<file path="config.mk">
export PLATFORM = sky130hd
export DESIGN_NAME = mem_access_ctrl
export DESIGN_NICKNAME = d
export VERILOG_FILES = /design/src/rtl/mem_access_ctrl.sv
export SDC_FILE = /design/constraint.sdc
export NUM_CORES = 1
export LEC_CHECK = 0
export BUFFER_PORTS_ARGS = -buffer_cell sky130_fd_sc_hd__buf_2
export CAP_MARGIN = 20
export CORE_ASPECT_RATIO = 1.4
export CORE_UTILIZATION = 51
export DETAILED_ROUTE_END_ITERATION = 12
export PLACE_DENSITY = 0.89
export SYNTH_ARGS = -nofsm -noshare
export SYNTH_HDL_FRONTEND = slang
export SYNTH_SLANG_ARGS = --single-unit
</file>
<file path="constraint.sdc">
create_clock -name clk -period 3.2 [get_ports clk]
set_input_delay 0.32 -clock clk [delete_from_list [all_inputs] [get_ports clk]]
set_output_delay 0.32 -clock clk [all_outputs]
set_load 0.01 [all_outputs]
</file>
<file path="src/rtl/mem_access_ctrl.sv">
`default_nettype none
// ============================================================================
// Module      : mem_access_ctrl
// Description : RAM access sequencer that sits directly upstream of the MDR.
//               It accepts single read/write requests from the control unit
//               and latches the address and write data. It runs the sequence
//               SETUP -> ACCESS (wait states) -> FINISH. On a read it captures
//               the RAM word and pulses mdr_en so the MDR loads it.
//               Optional feature macro: MEM_READY_EN. When it is defined, the
//               ram_ready port exists and ACCESS stretches until the RAM is
//               ready.
// Revision    : 1.0 - initial release
// ============================================================================
module mem_access_ctrl #(
    parameter int MAX_WIDTH   = 8,
    parameter int ADDR_WIDTH  = 8,
    parameter int WAIT_STATES = 2
) (
    input  logic                  clk,
    input  logic                  rst,       // asynchronous, active-low
    input  logic                  req_rd,
    input  logic                  req_wr,
    input  logic [ADDR_WIDTH-1:0] addr_in,
    input  logic [MAX_WIDTH-1:0]  wdata,
    input  logic [MAX_WIDTH-1:0]  ram_din,
`ifdef MEM_READY_EN
    input  logic                  ram_ready,
`endif
    output logic [ADDR_WIDTH-1:0] ram_addr,
    output logic [MAX_WIDTH-1:0]  ram_dout,
    output logic                  ram_ce,
    output logic                  ram_we,
    output logic [MAX_WIDTH-1:0]  rdata,
    output logic                  mdr_en,
    output logic                  busy,
    output logic                  done
);

    // Counter must be at least one bit wide, even with zero wait states
    localparam int                CNT_W    = (WAIT_STATES < 1) ? 1 : $clog2(WAIT_STATES + 1);
    localparam logic [CNT_W-1:0]  CNT_LAST = CNT_W'(WAIT_STATES);
    localparam logic [CNT_W-1:0]  CNT_ONE  = CNT_W'(1);

    typedef enum logic [1:0] {
        S_IDLE   = 2'd0,
        S_SETUP  = 2'd1,
        S_ACCESS = 2'd2,
        S_FINISH = 2'd3
    } state_t;

    state_t                 state_q;
    logic [CNT_W-1:0]       cnt_q;
    logic                   op_wr_q;
    logic [ADDR_WIDTH-1:0]  addr_q;
    logic [MAX_WIDTH-1:0]   dout_q;
    logic [MAX_WIDTH-1:0]   rdata_q;
    logic                   ce_q;
    logic                   we_q;
    logic                   busy_q;
    logic                   done_q;
    logic                   mdr_en_q;

    logic                   ready_w;
    logic                   access_exit_w;

`ifdef MEM_READY_EN
    assign ready_w = ram_ready;
`else
    assign ready_w = 1'b1;
`endif

    // ACCESS ends once the wait-state budget is spent and the RAM is ready
    assign access_exit_w = (cnt_q == CNT_LAST) && ready_w;

    // Single-process FSM. Every output is a register, so the outputs stay glitch-free.
    always_ff @(posedge clk or negedge rst) begin
        if (!rst) begin
            state_q  <= S_IDLE;
            cnt_q    <= '0;
            op_wr_q  <= 1'b0;
            addr_q   <= '0;
            dout_q   <= '0;
            rdata_q  <= '0;
            ce_q     <= 1'b0;
            we_q     <= 1'b0;
            busy_q   <= 1'b0;
            done_q   <= 1'b0;
            mdr_en_q <= 1'b0;
        end else begin
            case (state_q)
                S_IDLE: begin
                    if (req_wr || req_rd) begin
                        // A write wins when both requests are high; the read is dropped
                        addr_q  <= addr_in;
                        dout_q  <= wdata;
                        op_wr_q <= req_wr;
                        ce_q    <= 1'b1;
                        we_q    <= 1'b0;
                        busy_q  <= 1'b1;
                        state_q <= S_SETUP;
                    end
                end
                S_SETUP: begin
                    cnt_q   <= '0;
                    we_q    <= op_wr_q;
                    state_q <= S_ACCESS;
                end
                S_ACCESS: begin
                    if (access_exit_w) begin
                        we_q     <= 1'b0;
                        done_q   <= 1'b1;
                        mdr_en_q <= ~op_wr_q;
                        if (!op_wr_q) begin
                            rdata_q <= ram_din;
                        end
                        state_q  <= S_FINISH;
                    end else if (cnt_q != CNT_LAST) begin
                        // Saturate at the last count while waiting for ready
                        cnt_q <= cnt_q + CNT_ONE;
                    end
                end
                S_FINISH: begin
                    ce_q     <= 1'b0;
                    busy_q   <= 1'b0;
                    done_q   <= 1'b0;
                    mdr_en_q <= 1'b0;
                    state_q  <= S_IDLE;
                end
                default: begin
                    ce_q     <= 1'b0;
                    we_q     <= 1'b0;
                    busy_q   <= 1'b0;
                    done_q   <= 1'b0;
                    mdr_en_q <= 1'b0;
                    state_q  <= S_IDLE;
                end
            endcase
        end
    end

    assign ram_addr = addr_q;
    assign ram_dout = dout_q;
    assign ram_ce   = ce_q;
    assign ram_we   = we_q;
    assign rdata    = rdata_q;
    assign mdr_en   = mdr_en_q;
    assign busy     = busy_q;
    assign done     = done_q;

endmodule
`default_nettype wire

</file>
==> reports/results.tsv, run 1 <==
stage	metric	value	unit
outcome	status	finished clean	
synthesis	Synth cell types	24	
synthesis	#FFs+latches synth	33	
synthesis	EDFF count, synth	0	
floorplan	Ports	57	
clock_tree	CTS tree	built	
sta	Fin Setup TNS	0	ns
sta	final hold violation count	0	
clock_tree	Reg clk slew, reported paths	0.10	ns
floorplan	row count	22	
synthesis	syn_area_per_cell	14.43	um^2
global_routing	grt ovf	0	
floorplan	Initial Util	54.59	%
worst_setup_path	worst path required time	3.43	ns
sta	period utilisation layout	52.10	%
sta	FMAX	599.8	MHz
synthesis	post-synthesis cell count	100	
synthesis	main combinational cell family by area after synthesis	multiplexers	
place	Final HPWL DP	1961	um
floorplan	Placeable Area	2643	um^2
floorplan	Die ar.	3048	um^2
clock_tree	Post-CTS Hold Fix Bufs	0	
clock_tree	Clock Latency Late Sink	0.34	ns
worst_setup_path	WP data arrival	1.89	ns
synthesis	Synth Area in Adders	6.071	%
synthesis	Synth Net Count	135	
final_layout	ratio of cells with drive above 1 in the final layout	57.76	%
global_routing	antenna violations before repair	0	
power_and_ir_drop	IR drop worst, VDD	0.5539	mV
clock_tree	postcts setup bufs	0	
synthesis	Synth Warn #	0	
synthesis	ys flop type	dfrtp_1	
detailed_routing	Pre-Repair DR Iteration Count	4	
synthesis	sequential fraction of the synthesis area	57.24	%
synthesis	synth top area cells	dfrtp_1, mux2_2, ha_1	
global_routing	number of global-route vias before repair	1001	
synthesis	commonest cells in the netlist	dfrtp_1, mux2_2, ha_1, nand2_1, inv_1	
power_and_ir_drop	Pwr per Cell Area	1010	nW/um^2
synthesis	Synth Area in Simple Gates	5.811	%
global_routing	largest net degree at the start of global routing	34	
worst_setup_path	Register-to-Register Path Depth	5	
sta	minimum clock period after layout	1.667	ns
worst_setup_path	Crit Path Class	flop to flop	
sta	fin. max-slew vios	0	
global_routing	GR Util met2	33.33	%
final_layout	ANT cells	0	
worst_setup_path	crit-path leading delay family	flip-flops	
synthesis	top-area cell type share of the netlist area	57.24	%
final_layout	multi-input logic area	568.0	um^2
detailed_routing	DR vias	991	
synthesis	mux share of post-synthesis cell area	21.25	%
worst_setup_path	worst path buffer plus inverter count	1	
synthesis	leading area contributor after synthesis	dfrtp_1	
worst_setup_path	Startpoint Class	flop	
sta	Max Clock Skew	0.008405	ns
final_layout	FF+latch area	825.8	um^2
global_routing	GR Util All Layers	19.56	%
detailed_routing	drt wl/cell	13.05	um
clock_tree	CTS buffer count	5	
detailed_routing	Iteration-0 DRC Markers	7	
sta	Rel. slew slack	53.14	%
clock_tree	Root Driver	clkbuf_4	
detailed_routing	vias per cell	5.030	
floorplan	die span in y	64.93	um
floorplan	Die Width	46.95	um
synthesis	Synth Cell Area	1443	um^2
global_routing	layer with the highest usage	met2	
sta	endpoints failing setup	0	
detailed_routing	Antenna Nets Post-Route	0	
sta	RSZ-0062 raised after global routing	false	
global_routing	first-pass GRT wire length	3988	um
place	I/O Buffers	56	
clock_tree	maximum clock insertion buffer count	2	
clock_tree	Post-CTS Resized	0	
place	gpl congestion	0.7002	
synthesis	top-count cell post-synth	dfrtp_1	
worst_hold_path	HP Class	primary input to asynchronous set/reset pin	
synthesis	share of synthesized registers carrying an async set or reset	100.0	%
worst_setup_path	CP Depth	5	
worst_setup_path	crit path max fanout	10	
synthesis	XOR/XNOR share of the synthesized area	0	%
worst_setup_path	crit-path cells	inv_1 -> ha_1 -> nor2b_1 -> nor2_2 -> mux2_4	
detailed_routing	DRC	0	
flow_run	Max Cap Viol	0	
global_routing	met3 usage	5.292	%
synthesis	post-synthesis compound-gate area fraction	6.245	%
final_layout	Fillers	228	
sta	worst slew pin tran	0.7029	ns
worst_setup_path	CP max stage delay	0.43	ns
clock_tree	CTS HTree Levels	2	
detailed_routing	WL final	2571	um
final_layout	Util after Layout	67.71	%
global_routing	met1 usage	18.89	%
power_and_ir_drop	Leak	0.9127	nW
worst_setup_path	CP endpoint kind	flop	
final_layout	area grow syn2layout	24.02	%
worst_setup_path	Slowest cell on crit path	dfrtp_1	
final_layout	Final nets	195	
clock_tree	CTS sink count	33	
## per-layer routing
metal,part of all wire [%],vias up
met2,54,38
met4,3.5,0
met3,4.8,10
met5,0,-
li1,-,464
met1,38,479
## through the flow
step | hold slack, ns | area, um^2 | setup slack [ns] | instances | total power, W
3_5_place_dp | 0.4057 | 1738 | 1.535 | 189 | 0.001608
3_3_place_gp | 0.3975 | 1738 | 1.620 | 189 | 0.001554
2_1_floorplan | 0.02441 | 1443 | 1.733 | 100 | 0.001330
4_1_cts | 0.03046 | 1789 | 1.525 | 197 | 0.001828
5_1_grt | 0.06000 | 1789 | 1.448 | 197 | 0.001940
6_report | 0.01727 | 1789 | 1.533 | 197 | 0.001807
## final timing paths
path	from	end	slack, ns
min reg2reg	ram_dout[7]	ram_dout[7]	0.51
min	rst	ram_addr[3]	0.02
min in group clk	ram_din[3]	rdata[3]	0.21
max reg2reg	state_q[0]	state_q[1]	1.53
max	state_q[0]	state_q[1]	1.53
max in group asynchronous	rst	state_q[0]	2.73
## layout by cell type (no fill, tap or decap)
master,netlist,final
buf_2,0,56
dfrtp_1,33,33
mux2_2,25,25
ha_1,7,7
nand2_1,6,6
inv_1,5,5
clkbuf_4,0,5
nor2_1,3,3
a22o_1,2,2
a21oi_1,2,2
clkinv_2,0,2
nand3b_2,1,1
o21ai_4,1,1
nor3b_4,1,1
nor2b_1,1,1
nor2_2,1,1
o32a_1,1,1
mux2_4,1,1
o21ai_0,1,1
o22ai_1,1,1
o31ai_1,1,1
o41ai_1,1,1
and2b_1,1,1
mux2i_1,1,1
o2bb2ai_1,1,1
clkbuf_1,0,1
## registers in the layout, summed over array words and instances (netlist names)
name / cells
ram_addr: 8
ram_dout: 8
rdata: 8
cnt_q: 2
state_q: 2
busy: 1
done: 1
mdr_en: 1
op_wr_q: 1
ram_we: 1
## logic make-up (layout without fill, tap and decap cells)
family / Yosys count / in the layout
flip-flops: 33 / 33
multiplexers: 27 / 27
AND/OR/NAND/NOR: 14 / 14
AO/OA/AOI/OAI: 11 / 11
buffers and inverters: 8 / 69
adder cells (fa/ha/maj): 7 / 7
## final cells by class
type                       instances  area share, %
sequential                        33          46.15
multi-input combinational         59          31.75
timing repair buffer              56          15.66
tap                               36          2.517
clock buffer                       6          2.308
inverter                           5          1.049
clock inverter                     2         0.5594
## report_power, final
| group | internal (W) | switching, W |
|---|---|---|
| Sequential | 0.000631 | 0.000115 |
| Clock | 0.0000835 | 0.000135 |
| Combinational | 0.000439 | 0.000403 |
No activity file was read; power rests on OpenSTA's default activity.
==> inputs of run 2 (changes only) <==
CORE_UTILIZATION = 47   (was 51)
PLACE_DENSITY = 0.84   (was 0.89)
clock period = 1.6 ns   (was 3.2 ns; I/O delays follow)
==> run 2 against run 1 <==
Against the previous run: clock power rose to 3.1 times the previous value; combinational power is 110% higher; register-to-register slack worse by 1.4 ns; power increased by 120%; non-clock buffer count is 3 higher; cell count rose by 2.0%; clock skew decreased by 0.0048 ns; highest routed layer unchanged; first-iteration DRC count grew 130%; worst hold slack gained 0.086 ns; via count increased by 1.8%; count of clock-buffer cells in the layout up 1; die area rose by 8.2%.
==> reports/results.tsv, run 2 (synthesis results as in run 1) <==
stage	metric	value	unit
floorplan	row count	23	
detailed_routing	Pre-Repair DR Iteration Count	4	
worst_setup_path	crit path max fanout	5	
clock_tree	Clock Latency Late Sink	0.28	ns
final_layout	area grow syn2layout	30.53	%
worst_setup_path	Startpoint Class	flop	
detailed_routing	vias per cell	5.020	
worst_setup_path	CP max stage delay	0.42	ns
clock_tree	CTS HTree Levels	2	
detailed_routing	Antenna Nets Post-Route	0	
floorplan	die span in y	67.55	um
sta	fin. max-slew vios	0	
worst_setup_path	worst path required time	1.76	ns
sta	FMAX	665.3	MHz
global_routing	largest net degree at the start of global routing	34	
clock_tree	CTS sink count	33	
final_layout	most common cell after layout, fill and taps aside	buf_2	
worst_setup_path	CP endpoint kind	flop	
final_layout	ANT cells	0	
worst_hold_path	HP Class	primary input to flop	
worst_setup_path	R2R Setup Slk	0.1	ns
power_and_ir_drop	IR drop worst, VDD	1.058	mV
clock_tree	maximum clock insertion buffer count	2	
sta	worst slew pin tran	0.7120	ns
global_routing	first-pass GRT wire length	4243	um
floorplan	Die Width	48.83	um
sta	Fin Setup TNS	0	ns
final_layout	fin area	1883	um^2
floorplan	Placeable Area	2878	um^2
clock_tree	Reg clk slew, reported paths	0.06	ns
global_routing	antenna violations before repair	0	
clock_tree	CTS tree	built	
sta	endpoints failing setup	0	
sta	minimum clock period after layout	1.503	ns
sta	period utilisation layout	93.94	%
sta	RSZ-0062 raised after global routing	false	
worst_setup_path	Crit Path Class	flop to flop	
final_layout	commonest non-fill, non-tap cells in the layout	buf_2, dfrtp_1, mux2_2	
worst_setup_path	crit-path cells	inv_2 -> ha_4 -> nor3b_4 -> nor2_2 -> mux2_4	
detailed_routing	WL final	2670	um
floorplan	Die ar.	3298	um^2
place	dpl cell area	1754	um^2
detailed_routing	DRC	0	
outcome	status	finished clean	
power_and_ir_drop	Leak	0.9465	nW
sta	Rel. slew slack	52.53	%
detailed_routing	DR vias	1009	
worst_setup_path	WP data arrival	1.67	ns
place	I/O Buffers	56	
floorplan	Initial Util	50.13	%
global_routing	grt ovf	0	
final_layout	multi-input logic area	585.6	um^2
clock_tree	Root Driver	clkbuf_8	
power_and_ir_drop	Pwr per Cell Area	2111	nW/um^2
place	gpl congestion	0.7250	
global_routing	number of global-route vias before repair	961	
final_layout	Fillers	227	
global_routing	GR Util All Layers	17.98	%
sta	final hold violation count	0	
sta	Max Clock Skew	0.003578	ns
flow_run	Max Cap Viol	0	
clock_tree	CTS buffer count	5	
worst_setup_path	Slowest cell on crit path	dfrtp_1	
floorplan	Ports	57	
detailed_routing	Iteration-0 DRC Markers	16	
detailed_routing	drt wl/cell	13.28	um
final_layout	FF+latch area	825.8	um^2
clock_tree	postcts setup bufs	0	
final_layout	ratio of cells with drive above 1 in the final layout	61.59	%
final_layout	Final nets	198	
place	Final HPWL DP	1993	um
[run 2: path summary, 6_finish.rpt]
check / from / endpoint / cells past startpoint
setup / recovery: state_q[0] / state_q[1] / 5
hold / removal: wdata[6] / ram_dout[6] / 2
setup reg to reg: state_q[0] / state_q[1] / 5
hold reg to reg: ram_dout[6] / ram_dout[6] / 1
max in group asynchronous: rst / ram_addr[6] / 2
min in group asynchronous: rst / done / 2
[run 2: worst max-delay path, delay by kind of cell, from the launching register on]
family	cells	cell delay, ns
adder cells (fa/ha/maj)	1	0.17
flip-flops	1	0.42
multiplexers	1	0.31
AND/OR/NAND/NOR	2	0.37
buffers and inverters	1	0.12
[run 2: cell type report]
type                    count  share of cell area, %
clock buffers               7                  5.116
clock inverters             1                 0.2658
inverters                   5                 0.9967
multi-input cells          59                  31.10
flip-flops and latches     33                  43.85
well taps                  37                  2.458
repair buffers             59                  16.21
[run 2: metal layers]
layer  part of all wire (%)  GRT usage, %  routed length, um  vias to the layer above
met3                    5.4         6.757                143                        9
met1                     38         19.59               1008                      489
met5                      0             0                  0                        -
met2                     54         29.34               1441                       38
li1                       -             -                  -                      473
met4                    2.8         12.13                 76                        0
[run 2: what timing repair did]
item | 4_1_cts | 5_1_grt
hold buffers | 1 | 0
resized for setup | 1 | 5
endpoints found under the hold margin | 33 | 0
endpoints found under the setup margin | 1 | 1
[run 2: stage by stage]
step	hold WS, ns	instances	total power [W]	worst slack [ns]	utilization, %
final	0.1033	201	0.003975	0.09690	65.43
after global routing	0.09313	201	0.004268	0.03032	65.43
after CTS	0.09602	201	0.003969	0.01471	64.91
after detailed placement	0.2526	192	0.003271	-0.01209	60.96
after global placement	0.2445	192	0.003143	0.1098	60.96
after floorplan	-0.1356	100	0.002660	0.1333	-
[run 2: where the power goes]
group	total (W)	switching (W)	leakage, nW	internal, W
sequential	0.00150	0.000235	0.394	0.00127
clock	0.000676	0.000287	0.0542	0.000388
combinational	0.00180	0.000849	0.499	0.000951
total	0.00398	0.00137	0.947	0.00260
